File: src/rtl/wsb_pkg.sv
// Shared definitions for the WS2812B frame transmitter: FSM encoding and
// default bit timing in 100 MHz clk cycles.
package wsb_pkg;

  typedef enum logic [2:0] {
    ST_IDLE,
    ST_RET,
    ST_FETCH,
    ST_SEND,
    ST_DONE
  } wsb_state_e;

  localparam int WSB_TBIT = 125;
  localparam int WSB_T0H  = 40;
  localparam int WSB_T1H  = 80;

  localparam int         PIX_W    = 24;
  localparam logic [4:0] LAST_BIT = 5'd23;

endpackage

File: src/rtl/wsb_bit_gen.sv
// One WS2812B bit cell: TBIT cycles long, high for T1H (one) or T0H (zero).
// The counter free-runs while go is held, so back-to-back bits are seamless.
module wsb_bit_gen
  import wsb_pkg::*;
#(
  parameter int TBIT = WSB_TBIT,
  parameter int T0H  = WSB_T0H,
  parameter int T1H  = WSB_T1H
) (
  input  logic clk,
  input  logic reset,
  input  logic go,
  input  logic bitVal,
  output logic dout,
  output logic bitDone
);

  localparam logic [7:0] CNT_LAST = 8'(TBIT - 1);
  localparam logic [7:0] HI0      = 8'(T0H);
  localparam logic [7:0] HI1      = 8'(T1H);

  logic [7:0] cnt;

  always_ff @(posedge clk or negedge reset) begin
    if (!reset) begin
      cnt <= '0;
    end else if (!go || (cnt == CNT_LAST)) begin
      cnt <= '0;
    end else begin
      cnt <= cnt + 8'd1;
    end
  end

  assign bitDone = go && (cnt == CNT_LAST);
  assign dout    = go && (cnt < (bitVal ? HI1 : HI0));

endmodule

File: src/rtl/wsb_frame_tx.sv
// WS2812B frame transmitter: RET wait, then NUM_LEDS GRB pixels shifted
// MSB-first, with a one-entry holding register between pixels.
module wsb_frame_tx
  import wsb_pkg::*;
#(
  parameter int TBIT     = WSB_TBIT,
  parameter int T0H      = WSB_T0H,
  parameter int T1H      = WSB_T1H,
  parameter int NUM_LEDS = 8
) (
  input  logic              clk,
  input  logic              reset,
  input  logic              start,
  output logic              retEn,
  input  logic              retDone,
  input  logic [PIX_W-1:0]  pixData,
  input  logic              pixValid,
  output logic              pixReady,
  output logic              dout,
  output logic              busy,
  output logic              frameDone,
  output logic              underrun
);

  localparam logic [7:0] LAST_PIX = 8'(NUM_LEDS - 1);
  localparam logic       MULTI    = (NUM_LEDS > 1);

  wsb_state_e       state;
  logic [7:0]       pixCnt;
  logic [4:0]       bitIdx;
  logic [PIX_W-1:0] shiftReg;
  logic [PIX_W-1:0] holdReg;
  logic             holdFull;
  logic             bitDone;
  logic             xfer;
  logic             lastPix;
  logic             lastBit;

  assign xfer    = pixValid && pixReady;
  assign lastPix = (pixCnt == LAST_PIX);
  assign lastBit = (bitIdx == LAST_BIT);

  wsb_bit_gen #(
    .TBIT (TBIT),
    .T0H  (T0H),
    .T1H  (T1H)
  ) u_bit_gen (
    .clk     (clk),
    .reset   (reset),
    .go      (state == ST_SEND),
    .bitVal  (shiftReg[PIX_W-1]),
    .dout    (dout),
    .bitDone (bitDone)
  );

  always_ff @(posedge clk or negedge reset) begin
    if (!reset) begin
      state     <= ST_IDLE;
      pixCnt    <= '0;
      bitIdx    <= '0;
      shiftReg  <= '0;
      holdReg   <= '0;
      holdFull  <= 1'b0;
      retEn     <= 1'b0;
      pixReady  <= 1'b0;
      busy      <= 1'b0;
      frameDone <= 1'b0;
      underrun  <= 1'b0;
    end else begin
      frameDone <= 1'b0;
      underrun  <= 1'b0;
      case (state)
        ST_IDLE: begin
          if (start) begin
            state    <= ST_RET;
            retEn    <= 1'b1;
            busy     <= 1'b1;
            pixCnt   <= '0;
            bitIdx   <= '0;
            holdFull <= 1'b0;
          end
        end
        ST_RET: begin
          if (retDone) begin
            state    <= ST_FETCH;
            retEn    <= 1'b0;
            pixReady <= 1'b1;
          end
        end
        ST_FETCH: begin
          if (xfer) begin
            state    <= ST_SEND;
            shiftReg <= pixData;
            bitIdx   <= '0;
            pixReady <= MULTI;
          end
        end
        ST_SEND: begin
          if (bitDone && lastBit) begin
            bitIdx <= '0;
            if (lastPix) begin
              state     <= ST_DONE;
              frameDone <= 1'b1;
              pixReady  <= 1'b0;
            end else if (holdFull || xfer) begin
              // a transfer landing on this same edge counts as a full holding register
              shiftReg <= holdFull ? holdReg : pixData;
              holdFull <= 1'b0;
              pixCnt   <= pixCnt + 8'd1;
              pixReady <= ((pixCnt + 8'd1) != LAST_PIX);
            end else begin
              state    <= ST_IDLE;
              underrun <= 1'b1;
              busy     <= 1'b0;
              pixReady <= 1'b0;
            end
          end else begin
            if (bitDone) begin
              shiftReg <= {shiftReg[PIX_W-2:0], 1'b0};
              bitIdx   <= bitIdx + 5'd1;
            end
            if (xfer) begin
              holdReg  <= pixData;
              holdFull <= 1'b1;
              pixReady <= 1'b0;
            end
          end
        end
        ST_DONE: begin
          state <= ST_IDLE;
          busy  <= 1'b0;
        end
        default: begin
          state <= ST_IDLE;
        end
      endcase
    end
  end

endmodule

File: config.mk
export PLATFORM = sky130hd
export DESIGN_NAME = wsb_frame_tx
export DESIGN_NICKNAME = d
export VERILOG_FILES = /design/src/rtl/wsb_pkg.sv /design/src/rtl/wsb_bit_gen.sv /design/src/rtl/wsb_frame_tx.sv
export SDC_FILE = /design/constraint.sdc
export NUM_CORES = 1
export LEC_CHECK = 0
export ABC_CLOCK_PERIOD_IN_PS = 6100
export CAP_MARGIN = 0
export CORE_ASPECT_RATIO = 1.1
export CORE_MARGIN = 1.5
export CORE_UTILIZATION = 43
export CTS_CLUSTER_SIZE = 25
export DETAILED_ROUTE_END_ITERATION = 10
export GPL_ROUTABILITY_DRIVEN = 0
export PLACE_DENSITY = 0.71
export SYNTH_ARGS = -nofsm -noshare
export SYNTH_HDL_FRONTEND = slang
export SYNTH_SLANG_ARGS = --single-unit
File: constraint.sdc
create_clock -name clk -period 6.1 [get_ports clk]
set_input_delay 1.22 -clock clk [delete_from_list [all_inputs] [get_ports clk]]
set_output_delay 1.22 -clock clk [all_outputs]
set_load 0.01 [all_outputs]
# Word-level counts from Yosys, hierarchy flattened
# Cells that the tools add are included.
[word_totals]
n_memories = 0
rom_bits = 0
wordCells = 112
latchBits = 0
mem_bits_rw = 0
input_bits = 29
reg_bits = 78
output_inout_bits = 6
[op_classes]
n_bitwise = 1
n_mul = 0
n_addsub = 3
shifts = 0
reduce_logical = 23
n_mux = 52
eq_ne = 20
div = 0
n_lt_le_gt_ge = 1
[op_table]
columns = ["cell", "n"]
rows = [
  ["24-bit two-way mux", 6],
  ["24-bit case mux with 2 select lines", 1],
  ["8-bit two-way mux", 5],
  ["5-bit AND reduction", 5],
  ["1-bit two-way mux", 22],
  ["5-bit two-way mux", 4],
  ["3-bit two-way mux", 6],
  ["8-bit by 1-bit adder with 8-bit output (second input constant)", 2],
  ["8-bit case mux with 2 select lines", 1],
  ["3-bit != test (second input constant)", 5],
  ["5-bit case mux with 3 select lines", 1],
  ["2-bit != test (second input constant)", 7],
  ["3-bit case mux with 4 select lines", 1],
  ["3-bit nonzero test", 3],
  ["8-bit by 3-bit equality test with 1-bit output (second input constant)", 1],
  ["8-bit by 7-bit equality test with 1-bit output (second input constant)", 1],
  ["8-bit less-than comparator", 1],
  ["8-bit by 3-bit != test with 1-bit output (second input constant)", 1],
  ["4-bit AND reduction", 2],
  ["7-bit two-way mux", 1],
  ["3-bit by 2-bit equality test with 1-bit output (second input constant)", 2],
  ["1-bit case mux with 3 select lines", 2],
  ["3-bit AND reduction", 2],
  ["2-bit nonzero test", 3],
  ["10 further kinds", 15],
]

# Depth between registers and ports, before layout
# Gate-level depths: netlist (run 1).
[logic_depth]
ltp_word = 6
ltp_mapped = 8
depth_no_buf = 7

# Hierarchy
# Synthesis (run 1) repeated with hierarchy kept, for this count alone.
[unflattened]
hier_cells = 390
area_unflattened_um2 = 4012.6
[by_module_without_submodules]
columns = ["module", "instances", "area_per_inst_um2", "seq_area_each_um2", "cells_per_inst"]
rows = [
  ["wsb_frame_tx", 1, 3529.6, 1751.7, 337],
  ["wsb_bit_gen", 1, 483.0, 200.2, 53],
]

# Least setup slack after synthesis (run 1)
# Ideal clock, no wire load.
[synth_timing]
path_kind = "flip-flop to output port"
from = "register u_bit_gen.cnt[4]"
to = "output dout"
arrival_ps = 1704
required_ps = 4880
slack_ps = 3176
path_stages_with_launch = 6
path_buffers = 0
cell_sequence = "dfrtp_1 > ha_1 > o21a_1 > o21ai_0 > nand2b_1 > a2111oi_0"
[synth_via]
elab_chain_len = 2
[synth_rtl]
columns = ["item", "line_no", "text"]
rows = [
  ["start: declaration", "wsb_bit_gen.sv:22", "logic [7:0] cnt;"],
  ["start signal: assignment", "wsb_bit_gen.sv:30", "cnt <= cnt + 8'd1;"],
  ["8-bit less-than comparator", "wsb_bit_gen.sv:35", "assign dout = go && (cnt < (bitVal ? HI1 : HI0));"],
  ["1-bit logical AND", "wsb_bit_gen.sv:35", ""],
  ["end: declaration", "wsb_frame_tx.sv:19", "output logic dout,"],
]
# Every way passes these cells.

# Worst setup path after layout (run 1)
[layout_timing]
from = "register shiftReg[23]"
to = "output dout"
[layout_via]
elab_chain_len = 3
[layout_rtl]
columns = ["item", "line_no", "text"]
rows = [
  ["start: declaration", "wsb_frame_tx.sv:31", "logic [PIX_W-1:0] shiftReg;"],
  ["start signal: assignment", "wsb_frame_tx.sv:93", "shiftReg <= pixData;"],
  ["start signal: assignment", "wsb_frame_tx.sv:107", "shiftReg <= holdFull ? holdReg : pixData;"],
  ["start signal: assignment", "wsb_frame_tx.sv:119", "shiftReg <= {shiftReg[PIX_W-2:0], 1'b0};"],
  ["7-bit two-way mux", "wsb_bit_gen.sv:35", ""],
  ["8-bit less-than comparator", "wsb_bit_gen.sv:35", ""],
  ["1-bit logical AND", "wsb_bit_gen.sv:35", ""],
]
# Every way passes these cells.

==> results of run 1 <==
cell usage in the layout, fill, tap and decap left out, types with 5 or more instances in the layout:
cell	instances
nor3_1	6
a221oi_1	18
ha_1	8
a21oi_1	30
nor2b_1	18
inv_1	13
nand2_1	37
o22a_1	5
and3_1	5
o21ai_0	38
o221ai_1	5
dfrtp_1	78
mux2_2	24
nor2_1	40
xnor2_1	5
nand3_1	16
clkbuf_8	10
clkdlybuf4s50_1	33
worst min path at each step:
stage	cells after the start	slack [ns]	end
final	1	0.50	u_bit_gen.cnt[0]$_DFF_PN0_
after global routing	1	0.52	holdReg[21]$_DFFE_PN0P_
after CTS	1	0.51	u_bit_gen.cnt[0]$_DFF_PN0_
after floorplan	1	0.45	u_bit_gen.cnt[0]$_DFF_PN0_
after detailed placement	1	0.49	holdReg[18]$_DFFE_PN0P_
after global placement	1	0.48	u_bit_gen.cnt[0]$_DFF_PN0_
final cells by class:
class | instances | area, um^2
Fill cell | 879 | 4710
Multi-Input combinational cell | 311 | 2060
Sequential cell | 78 | 1950
Timing Repair Buffer | 35 | 345
Tap cell | 117 | 146
Clock buffer | 11 | 141
Inverter | 13 | 48.8
Clock inverter | 5 | 35.0
report_power, final:
| part | leakage, nW | internal, mW | switching [mW] | total, mW |
|---|---|---|---|---|
| Sequential | 0.945 | 0.720 | 0.161 | 0.881 |
| Clock | 0.0893 | 0.159 | 0.197 | 0.356 |
| Combinational | 0.979 | 0.361 | 0.450 | 0.810 |
worst max-delay path: stages, from the launching register on:
cell             delay (ns)
dfrtp_1                0.43
inv_1                  0.09
ha_1                   0.28
o21a_1                 0.10
o21ai_0                0.14
nand2b_1               0.07
a2111oi_0              0.50
clkdlybuf4s50_1        0.63
Yosys cell counts, types with 6 or more instances:
| library cell | count |
|---|---|
| nor3_1 | 6 |
| nor2_1 | 40 |
| clkbuf_1 | 8 |
| nand2_1 | 37 |
| a21oi_1 | 30 |
| buf_2 | 8 |
| nor2b_1 | 18 |
| a221oi_1 | 18 |
| ha_1 | 8 |
| nand3_1 | 16 |
| inv_1 | 13 |
| o21ai_0 | 38 |
| mux2_2 | 24 |
| dfrtp_1 | 78 |
state kept, by name (all words and copies together) (netlist names):
name           flops
u_bit_gen.cnt      8
underrun           1
shiftReg          24
pixReady           1
holdFull           1
state              3
frameDone          1
holdReg           24
busy               1
bitIdx             5
retEn              1
pixCnt             8
cells by family after synthesis:
logic type,Yosys count
AOI/OAI and AO/OA,121
DFF,78
and+or+nand+nor,148
xor gates and xnor gates,9
muxes,25
buffers and inverters,35
adders and majority gates,8
per-layer routing:
metal	up-vias	routed length [um]
li1	1585	-
met1	1650	4250
met2	82	4710
met3	14	372
met4	0	191
met5	-	0
metrics by stage:
step	util	instance area, um^2	power [mW]	hold slack (ns)
after floorplan	-	4200	1.49	0.454
after global placement	0.483	4560	1.66	0.478
after detailed placement	0.483	4560	1.70	0.494
after CTS	0.501	4730	2.05	0.509
after global routing	0.501	4730	2.21	0.522
final	0.501	4730	2.05	0.502
==> reports/qor.csv, run 1 <==
metric,value,unit
ant_nets,0,
dp.cells,554,
yosys.area.top_type,dfrtp_1,
synth_compound_area_frac,0.190,
path_clk_slew,0.08,ns
synthTopCellsByArea,"dfrtp_1 47%, mux2_2 6.4%, o21ai_0 4.5%",
num_vias,3331,
syn_area_per_cell,9.90,um^2
startpoint,shiftReg[23]$_DFFE_PN0P_,
rsz0062_at_grt,no,
startpoint_type,flop,
fmax,261,MHz
clockRootBuffer,clkbuf_8,
antenna_found_initial,0,
hold_buffers,0,
reg2reg_from,state[1]$_DFFE_PN0P_,
track_usage,0.199,
dp_slack,2.20,ns
synthAdderAreaFrac,0.0239,
viasPerCell,5.84,
reg2reg_to,holdReg[4]$_DFFE_PN0P_,
yosysSeqAreaShare,0.465,
grt_busiest_layer,met2,
synth_nets,461,
endpoint_kind,output pin,
grt_overflow,0,
vdd_drop_max,0.137,mV
first_pass_iters,6,
cp-endpoint,dout,
ys_warn_count,0,
syn_inst,424,
grtUsageMet3,0.0274,
synth_top_flop_cell,dfrtp_1,
drv_slew,0,
synth_edf_count,0,
drc,0,
cap_violations,0,
synth-simple-area-share,0.193,
cts.sinks,78,
reg2reg_slack,2.86,ns
rows,37,
insertion_delay,0.37,ns
synth_cell_types,55,
slew_headroom,0.181,
cts_tree,built,
portBuffers,34,
postCtsSetupBuffers,0,
finalClockSkew,0.00918,ns
routed_wirelength,9520,um
leakage,2.01,nW
synth-xor-area-share,0.0188,
area_delta_synth_final,12.8,%
grtUsageMet2,0.323,
netlist_area,4200,um^2
reg2reg_depth,4,
met1_usage,0.255,
worst_slack,2.27,ns
setup_viol,0,
worst_pin_slew,1.22,ns
drt_iter0_markers,280,
antenna-diode-count,0,
die_h,107,um
synth_top_family_by_area,simple AND/OR/NAND/NOR gates,
nets,485,
numCtsBuffers,9,
grt_pass1_wl,16400,um
finalSetupTns,0,ns
clockBufferDepth,2,
dieArea,10400,um^2
io_pins,35,
cts_resized,0,
synth_top_area_frac,0.465,
hold_viol_final,0,
place.detailed.hpwl,6070,um
post-route-period-util,0.627,
fp.dieW,97.2,um
worstHoldStart,u_bit_gen.cnt[0]$_DFF_PN0_,
p_per_area,433,nW/um^2
htreeDepth,3,
arrival,2.61,ns
grt_max_degree,79,
grt_pass1_vias,3396,
wl_per_cell,16.7,um
coreArea,9440,um^2
period_minus_slack,3.83,ns
critPathRequiredTime,4.88,ns
hp-class,flop to flop,
crit_type,flop to output pin,
start_util,0.444,
muxShareOfSynthArea,0.0668,
synthArstFlopShare,1.00,
drive_above_1_share,0.124,
ys_ff_latch,78,
crit_fanout,4,
status,finished clean,
layoutNonFillerInstCount,570,
No activity file was read; power rests on OpenSTA's default activity.
==> inputs of run 2 (changes only) <==
ABC_CLOCK_PERIOD_IN_PS = 3700   (was 6100)
clock period = 3.7 ns   (was 6.1 ns; I/O delays follow)
==> run 2 against run 1 <==
  * Combinational power grew 64%
  * Total power grew 69%
  * Largest cell class unchanged
  * First-iteration DRC count down 33%
  * Register-to-register slack worse by 2.2 ns
  * Clock skew rose by 0.0036 ns
  * Non-clock buffer count is 3 higher
  * Count of clock-buffer cells in the layout shrank 2
==> reports/qor.csv, run 2 (synthesis results as in run 1) <==
metric,value,unit,change
post-route-period-util,0.869,,
drc,0,,unchanged
dpl-instance-area,4580,um^2,was 4560 um^2
startpoint_type,flop,,unchanged
arrival,2.48,ns,was 2.61 ns
crit_buf_inv,1,,was 2
leakage,2.04,nW,was 2.01 nW
final_area,4780,um^2,was 4730 um^2
status,finished clean,,unchanged
crit_family,compound AO/OA/AOI/OAI gates,,unchanged
ant_nets,0,,unchanged
holdPathStages,1,,unchanged
portBuffers,34,,unchanged
hp-class,flop to flop,,unchanged
p_total,3.46,mW,was 2.05 mW
antenna_found_initial,0,,unchanged
hold_slack,0.495,ns,was 0.502 ns
top_regs,"holdReg: 24 flops, shiftReg: 24 flops",,unchanged
endpoint_kind,output pin,,unchanged
start_util,0.444,,unchanged
die_h,107,um,unchanged
path_clk_slew,0.08,ns,about the same
hold-path-endpoint,u_bit_gen.cnt[0]$_DFF_PN0_,,unchanged
first_pass_iters,4,,was 6
rows,37,,unchanged
crit_type,flop to output pin,,unchanged
drive_above_1_share,0.132,,was 0.124
slowest_stage,clkdlybuf4s50_1,,unchanged
place.detailed.hpwl,6220,um,was 6070 um
viasPerCell,5.79,,was 5.84
num_vias,3316,,"was 3,331"
cts_tree,built,,unchanged
nets,488,,was 485
reg2reg_depth,6,,was 4
final_cell_mix,"78 x dfrtp_1, 40 x nor2_1, 38 x o21ai_0",,unchanged
area_delta_synth_final,14.0,%,was 12.8%
drt_iter0_markers,188,,was 280
htreeDepth,3,,unchanged
slew_headroom,0.343,,was 0.181
grt_pass1_wl,16200,um,"was 16,400 um"
cts.sinks,78,,unchanged
cts_resized,0,,unchanged
startpoint,u_bit_gen.cnt[4]$_DFF_PN0_,,was shiftReg[23]$_DFFE_PN0P_
reg2reg_slack,0.68,ns,was 2.86 ns
rsz0062_at_grt,no,,unchanged
track_usage,0.194,,was 0.199
crit_fanout,5,,was 4
slowest_delay,0.61,ns,was 0.63 ns
numCtsBuffers,9,,unchanged
period_minus_slack,3.22,ns,
hold_viol_final,0,,unchanged
grt_pass1_vias,3369,,"was 3,396"
setup_viol,0,,unchanged
wl_per_cell,16.3,um,was 16.7 um
clockBufferDepth,2,,unchanged
worstHoldStart,u_bit_gen.cnt[0]$_DFF_PN0_,,unchanged
finalClockSkew,0.0128,ns,was 0.00918 ns
cap_violations,0,,unchanged
worst_pin_slew,0.985,ns,was 1.22 ns
n_fill_cell,882,,was 879
crit_chain,ha_1 -> o21a_1 -> o21ai_0 -> nand2b_1 -> a2111oi_0 -> clkdlybuf4s50_1,,was inv_1 -> ha_1 -> o21a_1 -> o21ai_0 -> nand2b_1 -> a2111oi_0 -> clkdlybuf4s50_1
coreArea,9440,um^2,unchanged
critPathRequiredTime,2.96,ns,was 4.88 ns
dieArea,10400,um^2,unchanged
fp.dieW,97.2,um,unchanged
postCtsSetupBuffers,0,,unchanged
hold_buffers,0,,unchanged
multi_input_area,2060,um^2,unchanged
io_pins,35,,unchanged
insertion_delay,0.36,ns,was 0.37 ns
reg2reg_to,holdReg[13]$_DFFE_PN0P_,,was holdReg[4]$_DFFE_PN0P_
drv_slew,0,,unchanged
p_per_area,724,nW/um^2,was 433 nW/um^2
clockRootBuffer,clkbuf_8,,unchanged
antenna-diode-count,0,,unchanged
fmax,311,MHz,
vdd_drop_max,0.262,mV,was 0.137 mV
finalSetupTns,0,ns,unchanged
layout_commonest_cell,dfrtp_1,,unchanged
grt_overflow,0,,unchanged
reg2reg_from,bitIdx[0]$_DFFE_PN0P_,,was state[1]$_DFFE_PN0P_
grt_max_degree,79,,unchanged
routed_wirelength,9350,um,was 9520 um
ff_latch_area,1950,um^2,unchanged
run 2: changes by cell type in the layout (fill, tap and decap cells not counted), moves of 2 or more:
cell / previous run / this run
buf_4: 2 / 5
clkinv_2: 2 / 0
clkinv_4: 2 / 0
inv_6: 0 / 4
run 2: power by group:
| part | switching, mW | internal, mW |
|---|---|---|
| Sequential | 0.274 | 1.19 |
| Combinational | 0.724 | 0.609 |
| Clock | 0.349 | 0.321 |
| Total | 1.35 | 2.12 |
run 2: worst max-delay path by stage:
stage | to | slack [ns] | cells past startpoint
detailed placement | shiftReg[2]$_DFFE_PN0P_ | 0.63 | 7
global placement | shiftReg[8]$_DFFE_PN0P_ | 0.64 | 7
CTS | dout | 0.42 | 6
global route | dout | 0.33 | 7
finish | dout | 0.48 | 6
floorplan | dout | 1.26 | 5
run 2: per-stage QoR:
step / utilization / std cells / setup slack (ns)
after floorplan: - / 424 / 1.26
after global placement: 0.485 / 557 / 0.644
after detailed placement: 0.485 / 557 / 0.635
after CTS: 0.506 / 573 / 0.420
after global routing: 0.506 / 573 / 0.335
final: 0.506 / 573 / 0.483
run 2: routing by layer:
metal  part of all wire  up-vias  global-route usage
met2               0.49       65               0.327
met1               0.45     1650               0.244
met3              0.038       13              0.0385
met4              0.017        0              0.0807
met5                  0        -                   0
li1                   -     1588                   -
run 2: final cells by class:
cell class	count	area share
Sequential cell	78	0.408
Timing Repair Buffer	38	0.0769
Inverter	13	0.0102
Tap cell	117	0.0306
Multi-Input combinational cell	311	0.432
Clock inverter	7	0.0167
Clock buffer	9	0.0259
